$ cat config.mk
export PLATFORM = sky130hd
export DESIGN_NAME = multicycle_control_fsm_flat
export DESIGN_NICKNAME = d
export VERILOG_FILES = /design/src/rtl/multicycle_control_fsm_if.sv /design/src/rtl/multicycle_control_fsm.sv /design/src/flat_wrapper.sv
export SDC_FILE = /design/constraint.sdc
export NUM_CORES = 1
export LEC_CHECK = 0
export ABC_CLOCK_PERIOD_IN_PS = 2340
export CELL_PAD_IN_SITES_DETAIL_PLACEMENT = 0
export CELL_PAD_IN_SITES_GLOBAL_PLACEMENT = 1
export CORE_MARGIN = 5
export CORE_UTILIZATION = 48
export DETAILED_ROUTE_END_ITERATION = 8
export DONT_BUFFER_PORTS = 1
export PLACE_DENSITY = 0.76
export SLEW_MARGIN = 20
export SYNTH_ARGS = -nofsm -noshare
export SYNTH_HDL_FRONTEND = slang
export SYNTH_SLANG_ARGS = --single-unit
$ cat constraint.sdc
create_clock -name clk -period 2.34 [get_ports clk]
set_input_delay 0.702 -clock clk [delete_from_list [all_inputs] [get_ports clk]]
set_output_delay 0.702 -clock clk [all_outputs]
set_load 0.02 [all_outputs]
$ cat src/rtl/multicycle_control_fsm_if.sv
// Control bundle between the multi-cycle sequencer (master) and the datapath/memory side (slave).
interface multicycle_control_fsm_if #(
  parameter int CNT_W = 32
);
  logic             run;
  logic [6:0]       Opcode;
  logic             mem_ready;
  logic             InstrRead;
  logic             IRWrite;
  logic             PCWrite;
  logic             Branch;
  logic             MemRead;
  logic             MemWrite;
  logic             MemtoReg;
  logic             ALUSrc;
  logic             RegWrite;
  logic [1:0]       ALUOp;
  logic [2:0]       state;
  logic             illegal;
  logic [CNT_W-1:0] retired;

  modport master (
    input  run, Opcode, mem_ready,
    output InstrRead, IRWrite, PCWrite, Branch, MemRead, MemWrite, MemtoReg,
           ALUSrc, RegWrite, ALUOp, state, illegal, retired
  );

  modport slave (
    output run, Opcode, mem_ready,
    input  InstrRead, IRWrite, PCWrite, Branch, MemRead, MemWrite, MemtoReg,
           ALUSrc, RegWrite, ALUOp, state, illegal, retired
  );
endinterface

$ cat src/rtl/multicycle_control_fsm.sv
// FETCH/DECODE/EXEC/MEM/WB sequencer for a single-memory-port RISC-V datapath.
// Enables are a decode of the state and the opcode latched in DECODE; retired counts completed instructions.
module multicycle_control_fsm #(
  parameter int CNT_W = 32
) (
  input  logic                     clk,
  input  logic                     reset,
  multicycle_control_fsm_if.master bus
);
  typedef enum logic [2:0] {
    FETCH  = 3'd0,
    DECODE = 3'd1,
    EXEC   = 3'd2,
    MEM    = 3'd3,
    WB     = 3'd4
  } state_t;

  localparam logic [6:0] OP_R    = 7'b0110011;
  localparam logic [6:0] OP_LD   = 7'b0000011;
  localparam logic [6:0] OP_ADDI = 7'b0010011;
  localparam logic [6:0] OP_SD   = 7'b0100011;
  localparam logic [6:0] OP_BEQ  = 7'b1100011;

  state_t           state_reg;
  logic [6:0]       opcode_q;
  logic             illegal_reg;
  logic [CNT_W-1:0] retired_reg;

  function automatic logic supported(input logic [6:0] op);
    return op inside {OP_R, OP_LD, OP_ADDI, OP_SD, OP_BEQ};
  endfunction

  always_ff @(posedge clk or negedge reset) begin
    if (!reset) begin
      state_reg   <= FETCH;
      opcode_q    <= '0;
      illegal_reg <= 1'b0;
      retired_reg <= '0;
    end else begin
      illegal_reg <= 1'b0;
      case (state_reg)
        FETCH: if (bus.run && bus.mem_ready) state_reg <= DECODE;
        DECODE: begin
          opcode_q <= bus.Opcode;
          if (supported(bus.Opcode)) begin
            state_reg <= EXEC;
          end else begin
            state_reg   <= FETCH;
            illegal_reg <= 1'b1;
          end
        end
        EXEC: begin
          case (opcode_q)
            OP_R, OP_ADDI: state_reg <= WB;
            OP_LD, OP_SD:  state_reg <= MEM;
            OP_BEQ: begin
              state_reg   <= FETCH;
              retired_reg <= retired_reg + CNT_W'(1);
            end
            default: state_reg <= FETCH;
          endcase
        end
        MEM: begin
          if (bus.mem_ready) begin
            if (opcode_q == OP_LD) begin
              state_reg <= WB;
            end else begin
              state_reg   <= FETCH;
              retired_reg <= retired_reg + CNT_W'(1);
            end
          end
        end
        WB: begin
          state_reg   <= FETCH;
          retired_reg <= retired_reg + CNT_W'(1);
        end
        default: state_reg <= FETCH;
      endcase
    end
  end

  logic       instr_read, ir_write, pc_write, branch, mem_read, mem_write;
  logic       mem_to_reg, alu_src, reg_write;
  logic [1:0] alu_op;

  always_comb begin
    instr_read = 1'b0;
    ir_write   = 1'b0;
    pc_write   = 1'b0;
    branch     = 1'b0;
    mem_read   = 1'b0;
    mem_write  = 1'b0;
    mem_to_reg = 1'b0;
    alu_src    = 1'b0;
    reg_write  = 1'b0;
    alu_op     = 2'b00;
    case (state_reg)
      FETCH: begin
        instr_read = bus.run;
        ir_write   = bus.run & bus.mem_ready;
        pc_write   = bus.run & bus.mem_ready;
      end
      EXEC: begin
        case (opcode_q)
          OP_R:                 alu_op  = 2'b10;
          OP_LD, OP_ADDI, OP_SD: alu_src = 1'b1;
          OP_BEQ: begin
            alu_op = 2'b01;
            branch = 1'b1;
          end
          default: ;
        endcase
      end
      MEM: begin
        // ALU operand select stays at its EXEC value so the address holds through a stall
        alu_src   = (opcode_q == OP_LD) || (opcode_q == OP_SD);
        mem_read  = (opcode_q == OP_LD);
        mem_write = (opcode_q == OP_SD);
      end
      WB: begin
        reg_write  = 1'b1;
        mem_to_reg = (opcode_q == OP_LD);
      end
      default: ;
    endcase
  end

  // Every output is forced low while reset is held, including the run-driven fetch request
  assign bus.InstrRead = reset & instr_read;
  assign bus.IRWrite   = reset & ir_write;
  assign bus.PCWrite   = reset & pc_write;
  assign bus.Branch    = reset & branch;
  assign bus.MemRead   = reset & mem_read;
  assign bus.MemWrite  = reset & mem_write;
  assign bus.MemtoReg  = reset & mem_to_reg;
  assign bus.ALUSrc    = reset & alu_src;
  assign bus.RegWrite  = reset & reg_write;
  assign bus.ALUOp     = reset ? alu_op : 2'b00;
  assign bus.state     = reset ? state_reg : 3'd0;
  assign bus.illegal   = illegal_reg;
  assign bus.retired   = retired_reg;
endmodule

$ cat src/flat_wrapper.sv
// flat-port wrapper written by rule: the top's interface ports become plain ports
module multicycle_control_fsm_flat 
#(
  parameter int CNT_W = 32
)
  (clk, reset, bus_run, bus_Opcode, bus_mem_ready, bus_InstrRead, bus_IRWrite, bus_PCWrite, bus_Branch, bus_MemRead, bus_MemWrite, bus_MemtoReg, bus_ALUSrc, bus_RegWrite, bus_ALUOp, bus_state, bus_illegal, bus_retired);
  multicycle_control_fsm_if #(.CNT_W(CNT_W)) bus_i ();
  input  logic clk;
  input  logic reset;
  input wire logic [$bits(bus_i.run)-1:0] bus_run;
  input wire logic [$bits(bus_i.Opcode)-1:0] bus_Opcode;
  input wire logic [$bits(bus_i.mem_ready)-1:0] bus_mem_ready;
  output wire logic [$bits(bus_i.InstrRead)-1:0] bus_InstrRead;
  output wire logic [$bits(bus_i.IRWrite)-1:0] bus_IRWrite;
  output wire logic [$bits(bus_i.PCWrite)-1:0] bus_PCWrite;
  output wire logic [$bits(bus_i.Branch)-1:0] bus_Branch;
  output wire logic [$bits(bus_i.MemRead)-1:0] bus_MemRead;
  output wire logic [$bits(bus_i.MemWrite)-1:0] bus_MemWrite;
  output wire logic [$bits(bus_i.MemtoReg)-1:0] bus_MemtoReg;
  output wire logic [$bits(bus_i.ALUSrc)-1:0] bus_ALUSrc;
  output wire logic [$bits(bus_i.RegWrite)-1:0] bus_RegWrite;
  output wire logic [$bits(bus_i.ALUOp)-1:0] bus_ALUOp;
  output wire logic [$bits(bus_i.state)-1:0] bus_state;
  output wire logic [$bits(bus_i.illegal)-1:0] bus_illegal;
  output wire logic [$bits(bus_i.retired)-1:0] bus_retired;
  assign bus_i.run = bus_run;
  assign bus_i.Opcode = bus_Opcode;
  assign bus_i.mem_ready = bus_mem_ready;
  assign bus_InstrRead = bus_i.InstrRead;
  assign bus_IRWrite = bus_i.IRWrite;
  assign bus_PCWrite = bus_i.PCWrite;
  assign bus_Branch = bus_i.Branch;
  assign bus_MemRead = bus_i.MemRead;
  assign bus_MemWrite = bus_i.MemWrite;
  assign bus_MemtoReg = bus_i.MemtoReg;
  assign bus_ALUSrc = bus_i.ALUSrc;
  assign bus_RegWrite = bus_i.RegWrite;
  assign bus_ALUOp = bus_i.ALUOp;
  assign bus_state = bus_i.state;
  assign bus_illegal = bus_i.illegal;
  assign bus_retired = bus_i.retired;
  multicycle_control_fsm #(.CNT_W(CNT_W)) u_core (.clk(clk), .reset(reset), .bus(bus_i));
endmodule
* Word level (Yosys, flattened, before mapping)
Cells that the tools add are included.
** Storage, ports and cells
- Logic and storage cells :: 68
- Output and inout port bits :: 47
- Register bits after elaboration :: 43
- Input port bits :: 11
** Cells by class
- Reduce and logical (&&, ||, !) cells :: 10
- Equal/unequal tests :: 18
- Muxes and demuxes :: 26
- Add/sub/neg operators :: 1
- Bitwise logic cells :: 9
** Operators by type and width (count)
- $mux 32 :: 3
- $pmux 32 s3 :: 1
- $add 32x1->32 const B :: 1
- $eq 7x6->1 const B :: 4
- $eq 7x2->1 const B :: 2
- $eq 7x5->1 const B :: 2
- $eq 7x7->1 const B :: 2
- $mux 3 :: 4
- $pmux 3 s4 :: 1
- $mux 1 :: 11
- $and 1x1->1 :: 9
- $eq 3x2->1 const B :: 2
- $mux 2 :: 3
- $pmux 3 s2 :: 1
- $reduce_bool 5->1 :: 1
- $ne 2x1->1 const B :: 2
- $ne 2x2->1 const B :: 2
- $pmux 2 s2 :: 1
- $reduce_and 4->1 :: 1
- $reduce_or 2->1 :: 2
- $eq 3x1->1 const B :: 1
- $eq 3x3->1 const B :: 1
- $logic_not 3->1 :: 1
- $reduce_bool 3->1 :: 1
- 5 further kinds :: 5

* Logic depth before layout (Yosys ltp)
- Depth after elaboration :: 5
- Mapped depth :: 6

* Least setup slack after synthesis
Ideal clock, no wire load.
- Kind :: input -> output
- Start :: in reset
- End :: out bus_PCWrite
- Path slack :: -0.510 ns
- Required time :: 1.638 ns
- Buffers on the path :: 1
- Arrival time :: 2.148 ns
- Stages :: 4
- Path through :: nand2b_1 > nor4b_1 > and2_1 > buf_4
** On the way
- Word-level cells in the longest chain between the ends :: 1
** Ends and longest elaborated chain
- from (decl) :: line flat_wrapper.sv:9 : input logic reset;
- $and 1x1->1
- to (decl) :: line flat_wrapper.sv:15 : output wire logic [$bits(bus_i.PCWrite)-1:0] bus_PCWrite;
No other way between the ends.

* Worst setup path after layout
- Start :: reg u_core.opcode_q[2]
- End :: out bus_ALUOp[0]
** On the way
- Word-level cells in the longest chain between the ends :: 4
** Ends and longest elaborated chain
- from (decl) :: line multicycle_control_fsm.sv:25 : logic [6:0] opcode_q;
- from (signal assigned) :: line multicycle_control_fsm.sv:44 : opcode_q <= bus.Opcode;
- $eq 7x7->1 or $eq 7x6->1 (tied branches) :: line multicycle_control_fsm.sv:104 : case (opcode_q)
- $pmux 2 s2 * :: line multicycle_control_fsm.sv:104
- $mux 2 * :: line multicycle_control_fsm.sv:97 : case (state_reg)
- $mux 2 * :: line multicycle_control_fsm.sv:138 : assign bus.ALUOp = reset ? alu_op : 2'b00;
- to (decl) :: line flat_wrapper.sv:22 : output wire logic [$bits(bus_i.ALUOp)-1:0] bus_ALUOp;
Mark *: on every way between the ends. The rest lies on a longest branch, timed or not.

==> flow_summary_export.csv <==
group,metric,value,unit
run_status,status,"finished, final reports clean",
grt,grt_max_degree,51,
die,dieArea,6040,um^2
logic_synthesis,ys_async_sr_fraction,100,%
cts,numClockSinks,43,
grt,grt_util_all_layers,16.7,%
setup_path,slowest_delay,0.39,ns
logic_synthesis,avgSynthCellArea,10.8,um^2
grt,grt_pass1_wl,8240,um
cells_and_area,post-route-cell-area,2550,um^2
setup_path,worst_path_max_delay_cell,"dfrtp_1",
route,wirelength,4910,um
cells_and_area,multi_input_area,1150,um^2
cts,cts_tree,"done",
worst_hold_path,hold_class,"in2async",
cells_and_area,nets,236,
cts,cts-buffers-inserted,5,
die,num_io_pins,58,
logic_synthesis,synthesis.nets,215,
placed_design,dp.cells,268,
logic_synthesis,synthTopCellsByArea,"dfrtp_1 49%, xnor2_1 11%, nand4_1 3.7%",
setup_path,critPathKind,"reg2out",
cts,root_buffer,"clkbuf_8",
logic_synthesis,yosysUniqueCellTypes,40,
power_and_ir_drop,leakage,1.01,nW
cts,clock_path_buffers,2,
placed_design,place_hpwl,3610,um
die,num_rows,24,
cts,htreeDepth,2,
logic_synthesis,ys_ff_latch,43,
cells_and_area,largest_reg_flops,32,
setup_path,crit_required,1.64,ns
grt,overflow,0,
placed_design,io_buffers,0,
timing,maxSlewHeadroom,61.2,%
setup_path,crit_family,"simple AND/OR/NAND/NOR gates",
timing,min_period_over_period,98.7,%
die,fp.coreArea,4410,um^2
timing,setup_slack,0.0295,ns
timing,final_max_slew_viol_count,0,
die,start_util,49.9,%
cells_and_area,syn_to_final_growth,15.7,%
timing,max_freq,433,MHz
setup_path,crit_chain,"and4bb_4 > nand2_4 > nor4bb_2 > buf_4",
setup_path,crit_buf_inv,1,
cts,clock_latency,0.29,ns
route,vias,1632,
logic_synthesis,ys_seq_area_share,48.9,%
setup_path,worstPathArrival,1.61,ns
flow_run,maxCapViolCount,0,
placed_design,pre_cts_ws,0.160,ns
timing,final-hold-violation-count,0,
setup_path,cp-start-kind,"register",
cts,postCtsHoldBufs,0,
route,vias_per_cell,5.89,
logic_synthesis,postSynthCellCount,203,
cells_and_area,seq_area,1080,um^2
cells_and_area,antennaDiodeCount,0,
die,dieHeight,77.7,um
cts,clkTransAtPathRegs,0.08,ns
route,antenna_left,0,
grt,antenna_found_initial,0,
placed_design,gp_congestion,0.890,
timing,setup_viol,0,
route,drt_iter0_markers,142,
cells_and_area,final_cells,277,
logic_synthesis,synth_ff_type,"dfrtp_1",
die,die_w,77.7,um
route,wire_per_inst,17.7,um
logic_synthesis,yosysWarningCount,0,
placed_design,place_area,2420,um^2
grt,grt_pass1_vias,1716,
timing,fin_crit,2.31,ns
setup_path,cp_max_fo,5,
route,first_pass_iters,4,
logic_synthesis,synth_top_area_share,48.9,%
timing,tightest_slew,0.580,ns
timing,skew,0.00688,ns
cells_and_area,final_layout_size_suffix_gt1_share,20.0,%
cells_and_area,fillers,376,
logic_synthesis,synth_edf_count,0,
timing,timing.hold.ws,0.0959,ns
timing,rsz0062_at_grt,"yes",
power_and_ir_drop,cellPowerDensity,915,nW/um^2
setup_path,worstSetupEndpointType,"output port",
timing,finalSetupTns,0,ns
logic_synthesis,synth.cell_area,2200,um^2
route,drc_errors,0,
power_and_ir_drop,ir_worst_vdd,0.000443,V
logic_synthesis,synth_area_leader_cell,"dfrtp_1",
## report_power, final
part	leakage, nW	total, W	internal [W]	switching (W)
combinational	0.413	0.000776	0.000337	0.000440
sequential	0.552	0.00111	0.000883	0.000226
clock	0.0422	0.000446	0.000210	0.000237
## layer usage
layer,GRT usage (%),vias to the layer above,part of all wire [%]
met5,0,-,0
met4,4.81,0,1.3
met3,5.56,7,6.0
met2,28.0,41,51
met1,20.4,819,42
li1,-,765,-
## worst paths after layout
path	start	to	slack, ns	depth (start not counted)
hold / removal	reset	u_core.bus.retired[2]	0.1	0
setup reg to reg	u_core.opcode_q[1]	u_core.bus.retired[16]	0.33	6
hold reg to reg	u_core.opcode_q[3]	u_core.opcode_q[3]	0.51	1
max in group asynchronous	reset	u_core.bus.retired[22]	2.15	0
setup / recovery	u_core.opcode_q[2]	bus_ALUOp[0]	0.03	4
min in group clk	u_core.opcode_q[3]	u_core.opcode_q[3]	0.51	1
## layout make-up
| class | instances | area share (%) |
|---|---|---|
| well taps | 52 | 2.56 |
| repair buffers | 20 | 6.39 |
| multi-input cells | 150 | 45.0 |
| flip-flops and latches | 43 | 42.3 |
| clock inverters | 1 | 0.197 |
| inverters | 4 | 0.590 |
| clock buffers | 7 | 3.00 |
## stage by stage
stage | total power [W] | utilization [%]
5_1_grt | 0.00249 | 57.7
3_3_place_gp | 0.00182 | 54.8
3_5_place_dp | 0.00187 | 54.8
4_1_cts | 0.00233 | 56.9
2_1_floorplan | 0.00167 | -
6_report | 0.00233 | 57.7
## synth_stat cells (all sizes together) (5+ instances only)
cell type,count
and2,6
nand4,13
and3,7
dfrtp,43
mux2,7
xnor2,28
nand2,21
nor3,8
buf,5
nand3,15
nor2,6
## cells in the final DEF (no fill, tap or decap), types with 5 or more instances in the layout
cell | synthesis | routed
and3_1 | 7 | 7
nor3_1 | 8 | 6
clkbuf_8 | 0 | 5
mux2_1 | 7 | 7
dfrtp_1 | 43 | 43
nand3_1 | 15 | 15
nand4_1 | 13 | 13
nand2_1 | 21 | 20
buf_4 | 1 | 19
and2_1 | 6 | 6
xnor2_1 | 28 | 28
nor2_1 | 6 | 6
## kinds of logic (layout without fill, tap and decap cells)
kind of cell / after synthesis / count (layout) / share of synthesized area (%)
AO/OA/AOI/OAI: 16 / 16 / 8.36
XOR/XNOR: 32 / 32 / 12.7
adder cells (fa/ha/maj): 1 / 1 / 0.568
buffers and inverters: 10 / 32 / 1.99
flip-flops: 43 / 43 / 48.9
multiplexers: 7 / 7 / 3.58
AND/OR/NAND/NOR: 94 / 94 / 23.9
## what timing repair did
action	CTS	global route
setup endpoints to repair	3	6
pin swaps	3	2
gates cloned	0	0
resized for setup	1	7
setup buffers	1	0
(Power assumes the default switching activity.)
